--- src/rtl/fmul_norm_acc.sv ---
// rtl/fmul_norm_acc.sv - multi-cycle Booth partial-product accumulator with normalize, RNE round and IEEE single pack
// Build option FMUL_NORM_DUAL_ADD_EN: accumulate two partial products per ACC cycle.
module fmul_norm_acc (
  input  logic        clk,
  input  logic        rst,
  input  logic        in_valid,
  output logic        in_ready,
  input  logic [48:0] P0,
  input  logic [48:0] P1,
  input  logic [48:0] P2,
  input  logic [48:0] P3,
  input  logic [48:0] P4,
  input  logic [48:0] P5,
  input  logic [48:0] P6,
  input  logic [48:0] P7,
  input  logic [48:0] P8,
  input  logic [48:0] P9,
  input  logic [48:0] P10,
  input  logic [48:0] P11,
  input  logic [48:0] P12,
  input  logic        sign,
  input  logic [8:0]  expc,
  output logic        out_valid,
  input  logic        out_ready,
  output logic [31:0] result,
  output logic        ovf,
  output logic        unf
);

  typedef enum logic [1:0] {IDLE, ACC, NORM, DONE} state_t;

  state_t      state_q, state_d;
  logic [48:0] pp_q [13];
  logic [48:0] acc_q, acc_d;
  logic [3:0]  cnt_q, cnt_d;
  logic        sign_q;
  logic [8:0]  expc_q;
  logic [31:0] result_q, result_d;
  logic        ovf_q, ovf_d, unf_q, unf_d;

  logic [48:0] term;
  logic        last_term;
  logic [3:0]  step;

`ifdef FMUL_NORM_DUAL_ADD_EN
  always_comb begin
    term = pp_q[cnt_q];
    if (cnt_q < 4'd12) term = pp_q[cnt_q] + pp_q[cnt_q + 4'd1];
  end
  assign last_term = (cnt_q >= 4'd12);
  assign step      = 4'd2;
`else
  assign term      = pp_q[cnt_q];
  assign last_term = (cnt_q == 4'd12);
  assign step      = 4'd1;
`endif

  // Bit 48 of the sum only absorbs Booth sign-extension carries.
  logic        unused_acc_msb;
  assign unused_acc_msb = acc_q[48];

  logic [47:0]        p;
  logic               n;
  logic [22:0]        mant_pre, mant;
  logic               guard, sticky, rnd, carry;
  logic signed [10:0] exp_s, e;

  always_comb begin
    p = acc_q[47:0];
    n = p[47];
    if (n) begin
      mant_pre = p[46:24];
      guard    = p[23];
      sticky   = |p[22:0];
    end else begin
      mant_pre = p[45:23];
      guard    = p[22];
      sticky   = |p[21:0];
    end
    rnd = guard && (sticky || mant_pre[0]);
    {carry, mant} = {1'b0, mant_pre} + {23'd0, rnd};
    // Biased exponents of 384 and above encode negative values.
    exp_s = (expc_q >= 9'd384) ? $signed({2'b00, expc_q}) - 11'sd512
                               : $signed({2'b00, expc_q});
    e = exp_s + $signed({10'd0, n}) + $signed({10'd0, carry});
  end

  always_comb begin
    state_d   = state_q;
    acc_d     = acc_q;
    cnt_d     = cnt_q;
    result_d  = result_q;
    ovf_d     = ovf_q;
    unf_d     = unf_q;
    in_ready  = 1'b0;
    out_valid = 1'b0;
    case (state_q)
      IDLE: begin
        in_ready = 1'b1;
        if (in_valid) begin
          acc_d   = '0;
          cnt_d   = '0;
          state_d = ACC;
        end
      end
      ACC: begin
        acc_d = acc_q + term;
        cnt_d = cnt_q + step;
        if (last_term) state_d = NORM;
      end
      NORM: begin
        ovf_d = 1'b0;
        unf_d = 1'b0;
        if (e >= 11'sd255) begin
          result_d = {sign_q, 8'hFF, 23'd0};
          ovf_d    = 1'b1;
        end else if (e <= 11'sd0) begin
          result_d = {sign_q, 31'd0};
          unf_d    = 1'b1;
        end else begin
          result_d = {sign_q, e[7:0], mant};
        end
        state_d = DONE;
      end
      DONE: begin
        out_valid = 1'b1;
        if (out_ready) state_d = IDLE;
      end
      default: state_d = IDLE;
    endcase
  end

  always_ff @(posedge clk or posedge rst) begin
    if (rst) begin
      state_q  <= IDLE;
      acc_q    <= '0;
      cnt_q    <= '0;
      result_q <= '0;
      ovf_q    <= 1'b0;
      unf_q    <= 1'b0;
    end else begin
      state_q  <= state_d;
      acc_q    <= acc_d;
      cnt_q    <= cnt_d;
      result_q <= result_d;
      ovf_q    <= ovf_d;
      unf_q    <= unf_d;
    end
  end

  always_ff @(posedge clk or posedge rst) begin
    if (rst) begin
      for (int i = 0; i < 13; i++) pp_q[i] <= '0;
      sign_q <= 1'b0;
      expc_q <= '0;
    end else if (state_q == IDLE && in_valid) begin
      pp_q[0]  <= P0;
      pp_q[1]  <= P1;
      pp_q[2]  <= P2;
      pp_q[3]  <= P3;
      pp_q[4]  <= P4;
      pp_q[5]  <= P5;
      pp_q[6]  <= P6;
      pp_q[7]  <= P7;
      pp_q[8]  <= P8;
      pp_q[9]  <= P9;
      pp_q[10] <= P10;
      pp_q[11] <= P11;
      pp_q[12] <= P12;
      sign_q   <= sign;
      expc_q   <= expc;
    end
  end

  assign result = result_q;
  assign ovf    = ovf_q;
  assign unf    = unf_q;

endmodule

--- config.mk ---
export PLATFORM = sky130hd
export DESIGN_NAME = fmul_norm_acc
export DESIGN_NICKNAME = d
export VERILOG_FILES = /design/src/rtl/fmul_norm_acc.sv
export SDC_FILE = /design/constraint.sdc
export NUM_CORES = 2
export LEC_CHECK = 0
export CORE_MARGIN = 8
export CORE_UTILIZATION = 57
export CTS_BUF_LIST = sky130_fd_sc_hd__clkbuf_16
export DETAILED_ROUTE_END_ITERATION = 8
export PLACE_DENSITY = 0.95
export SLEW_MARGIN = 20
export SYNTH_ARGS = -nofsm -noshare
export SYNTH_HDL_FRONTEND = slang
export SYNTH_SLANG_ARGS = --single-unit
--- constraint.sdc ---
create_clock -name clk -period 61.5 [get_ports clk]
set_input_delay 9.225 -clock clk [delete_from_list [all_inputs] [get_ports clk]]
set_output_delay 9.225 -clock clk [all_outputs]
set_load 0.005 [all_outputs]
**Word level (Yosys, flattened, before mapping)**

Index checks and enable logic that the tools add are counted.

- Word-level logic and storage cells: 70
- Output and inout port bits: 36
- Register bits after elaboration: 736
- Input port bits: 651

- $add $sub $neg: 6
- Reduce and logical (&&, ||, !) cells: 9
- Equal/unequal tests: 7
- $lt $le $gt $ge: 4
- Mux-type cells: 22
- Bitwise gates (word level): 1

Operators by type and width:

| kind | count |
|---|---|
| 49-bit binary-select mux with 4-bit select | 1 |
| 49-bit 2-to-1 mux | 3 |
| 49-bit case mux with 2 select lines | 1 |
| 31-bit 2-to-1 mux | 2 |
| 49-bit adder | 1 |
| 23-bit by 1-bit adder with 24-bit output | 1 |
| 23-bit 2-to-1 mux | 1 |
| 23-bit OR reduction | 1 |
| 11-bit by 2-bit adder with 11-bit output | 2 |
| 22-bit OR reduction | 1 |
| 11-bit by 9-bit greater-or-equal comparator with 1-bit output (second input constant) | 1 |
| 11-bit by 1-bit <= comparator with 1-bit output (second input constant) | 1 |
| 11-bit 2-to-1 mux | 1 |
| 9-bit by 10-bit subtractor with 11-bit output (second input constant) | 1 |
| 9-bit greater-or-equal comparator (second input constant) | 1 |
| 2-bit case mux with 4 select lines | 1 |
| 4-bit case mux with 2 select lines | 1 |
| 1-bit 2-to-1 mux | 7 |
| 2-bit 2-to-1 mux | 3 |
| 2-bit != test (second input constant) | 3 |
| 5-bit greater-or-equal comparator (second input constant) | 1 |
| 4-bit NOT with 5-bit output | 1 |
| 4-bit by 1-bit adder with 4-bit output (second input constant) | 1 |
| 2-bit == test (second input constant) | 2 |
| 9 further kinds | 10 |

**Depth between registers and ports, before layout**

- Depth in word-level cells: 9
- Gate-level depth with buffers: 21
- Depth with buffers taken out: 19

**Worst setup path before layout**

No wires, ideal clock.

- Path type: in2reg
- Start point: input in_valid
- End point: register pp_q[205] (netlist name)
- Path buffers: 3
- Data required time: 61375 ps
- Setup slack: 50768 ps
- Setup time: 125 ps
- Stages: 5
- Arrival: 10607 ps
- Path through: nand2_1 clkbuf_1 clkbuf_1 clkbuf_1 mux2_2

- Cells in the longest elaborated chain, start to end: 1

RTL lines:

| what | RTL line | RTL |
|---|---|---|
| start, declared | 6 | `input logic in_valid,` |
| 1-bit logical AND | 156 | `end else if (state_q == IDLE && in_valid) begin` |
| end, declared | 33 | `logic [48:0] pp_q [13];` |

No other way between the ends.
A chain may end at the register's enable or synchronous reset.

**Worst setup path in the final report**

- Start point: input in_valid
- End point: register pp_q[550] (netlist name)

The elaborated chain is that of the path after synthesis.

==> metrics.cfg <==
[status]
outcome=finished, final reports clean

[yosys]
synth_nets=3316
synthCells=2608
synth_edf_count=0
yosysTopAreaCell=dfrtp_1
synthArstFlopShare_pct=100.0
ys_seq_elements=722
synth_top_area_share_pct=51.46
avgSynthCellArea_um2=13.46
ys_warn_count=0
ys_seq_area_share_pct=51.46
yosysUniqueCellTypes=82
synthTopCellsByArea=dfrtp_1 51%, mux2_2 20%, mux4_2 9.2%
ys.flop_type=dfrtp_1
synth_area_um2=35110

[run]
maxCapViolCount=0

[worst_setup_path]
cp_slowest_cell=buf_4
crit_arrival_ns=13.76
crit_top_cell=buf_4
critPathMaxFanout=88
crit_type=input port to flop
crit_chain=clkdlybuf4s50_1 > nand2_4 > buf_4 > buf_4 > buf_4 > mux2_2
cp-startpoint=in_valid
r2r-start=cnt_q[0]$_DFFE_PP0P_
required_ns=62.00
end_kind=flop
start_kind=input port
cpPeakStageDelay_ns=0.97

[final_layout]
drive_above_1_share_pct=29.11
fillers=3657
synthToLayoutAreaGrowth_pct=28.30
final_nets=3913

[detailed_routing]
num_vias=25810
totalWireLength_um=118200
drtAntennaViolNets=0
drcViolationCount=0
wl_per_cell_um=28.84
vias_per_cell=6.296
drt_pass1_iterations=5
drtIter0Drc=2131

[sta]
slew_headroom_pct=22.94
rsz0062_at_grt=no
period_minus_slack_ns=13.27
drv_slew=0
finalSetupViolations=0
worst_slew_pin_slew_ns=1.156
fmax_ghz=0.07539
min_period_over_period_pct=21.57
fin_tns_setup_ns=0
worst_slack_ns=48.24
fin_skew_ns=0.04994
hold_violations=0

[floorplan]
die_h_um=264.2
dieArea_um2=69800
fp.dieW_um=264.2
initial_core_util_pct=57.32
core_region_area_um2=61260
num_rows=91
ios=687

[hold_path]
min_from=result[5]$_DFFE_PP0P_
hold_class=flop to flop

[clock_network]
ctsHoldBuffers=0
clock-sinks=722
htree_levels=3
clockBufferDepth=3
cts.clk_slew.worst_paths_ns=0.06
postCtsSetupRepairBufs=0
clock_latency_ns=0.64
cts_tree=yes
ctsResizeCount=0
cts_root_buffer=clkbuf_16
cts_buffers=77

[grt]
grt_pass1_vias=28150
track_usage_pct=33.04
antenna_found_initial=51
overflow=0
grt_pass1_wl_um=175100
grt_max_degree=170

[power]
leakage_nw=18.55
vdd_drop_max_mv=0.03783
power_density_nw_per_um2=55.76

[placed_design]
pre_cts_ws_ns=47.72
post-dp-hpwl_um=83170
io_buffers=673
gp_congestion=0.9099

-- final timing paths --
path,to,slack [ns],depth (start not counted)
setup reg to reg,acc_q[46]$_DFFE_PP0P_,54.78,16
hold reg to reg,result[5]$_DFFE_PP0P_,0.48,1
max in group asynchronous,pp_q[320]$_DFFE_PP0P_,49.34,5
hold / removal,result[5]$_DFFE_PP0P_,0.48,1
setup / recovery,pp_q[550]$_DFFE_PP0P_,48.24,6
min in group asynchronous,result[12]$_DFFE_PP0P_,9.15,2
-- where the power goes --
group	leakage, nW	switching [W]	internal [W]	total, W
Sequential	8.61	0.000173	0.000715	0.000889
Combinational	8.65	0.000565	0.000582	0.00115
Clock	1.29	0.000203	0.000274	0.000477
Total	18.5	0.000941	0.00157	0.00251
-- state kept, by name, summed over array words and instances (netlist names) --
signal   count
acc_q       48
cnt_q        4
expc_q       9
ovf          1
pp_q       624
result      32
sign_q       1
state_q      2
unf          1
-- layout make-up --
cell class	count	area (µm²)	share of cell area (%)
repair buffers	702	6987	15.51
multi-input cells	1672	16210	35.98
inverters	30	125.1	0.2777
clock inverters	59	599.3	1.330
flip-flops and latches	722	18080	40.12
well taps	790	988.4	2.194
clock buffers	78	1952	4.333
diodes	46	115.1	0.2555
-- per-stage QoR --
stage                     util (%)  hold WS, ns  total power (W)  area, µm²  std cells
after global routing         73.53       0.5054         0.002630      45040       4096
final                        73.54       0.4836         0.002512      45050       4099
after global placement       69.18       0.4683         0.001936      42380       3916
after floorplan                  -       0.4737         0.001651      35110       2608
after detailed placement     69.18       0.4738         0.001996      42380       3916
after CTS                    73.34       0.4871         0.002502      44930       4053
-- synth_stat cells (45+ instances only) --
| master | n |
|---|---|
| mux2_2 | 637 |
| clkbuf_1 | 150 |
| dfrtp_1 | 722 |
| a21oi_1 | 59 |
| a221oi_1 | 47 |
| nand2_1 | 207 |
| o21ai_0 | 83 |
| nor2_1 | 45 |
| ha_1 | 55 |
| a31oi_1 | 57 |
| mux4_2 | 144 |
-- logic make-up after synthesis --
group / Yosys count / synth area share (%)
compound gates: 377 / 7.316
xor+xnor: 71 / 1.792
fa+ha+maj: 58 / 2.102
buf+inv: 214 / 2.459
flops: 722 / 51.46
mux: 790 / 29.92
simple gates: 376 / 4.953
-- worst max-delay path, delay by kind of cell --
family	cells	cell delay, ns
buffers and inverters	4	3.18
multiplexers	1	0.45
AND/OR/NAND/NOR	1	0.73
-- layer usage --
layer	GRT usage (%)	vias up	wire length [µm]
li1	-	10950	-
met1	36.22	13150	40900
met2	56.91	1249	60450
met3	7.271	439	7754
met4	22.97	14	9019
met5	0	-	96
-- cells in the final DEF, fill, tap and decap left out, types with 8 or more instances in the layout --
cell and count:
dfrtp_1 719, clkdlybuf4s50_1 673, mux2_2 637, nand2_1 205
mux4_2 144, o21ai_0 83, clkbuf_16 78, a21oi_1 59
a31oi_1 57, ha_1 55, a221oi_1 47, diode_2 46
nor2_1 45, inv_1 37, xnor2_1 35, xor2_1 35
nand3_1 33, a21o_1 26, buf_4 25, o2bb2ai_1 21
nand4_1 18, clkinv_1 15, clkinv_2 15, nor4_1 10
and3_1 10, a211oi_1 10, o211ai_1 10, bufinv_16 10
mux2i_1 9, nor3_1 9, nand2b_1 8
No activity file was read; power rests on OpenSTA's default activity.
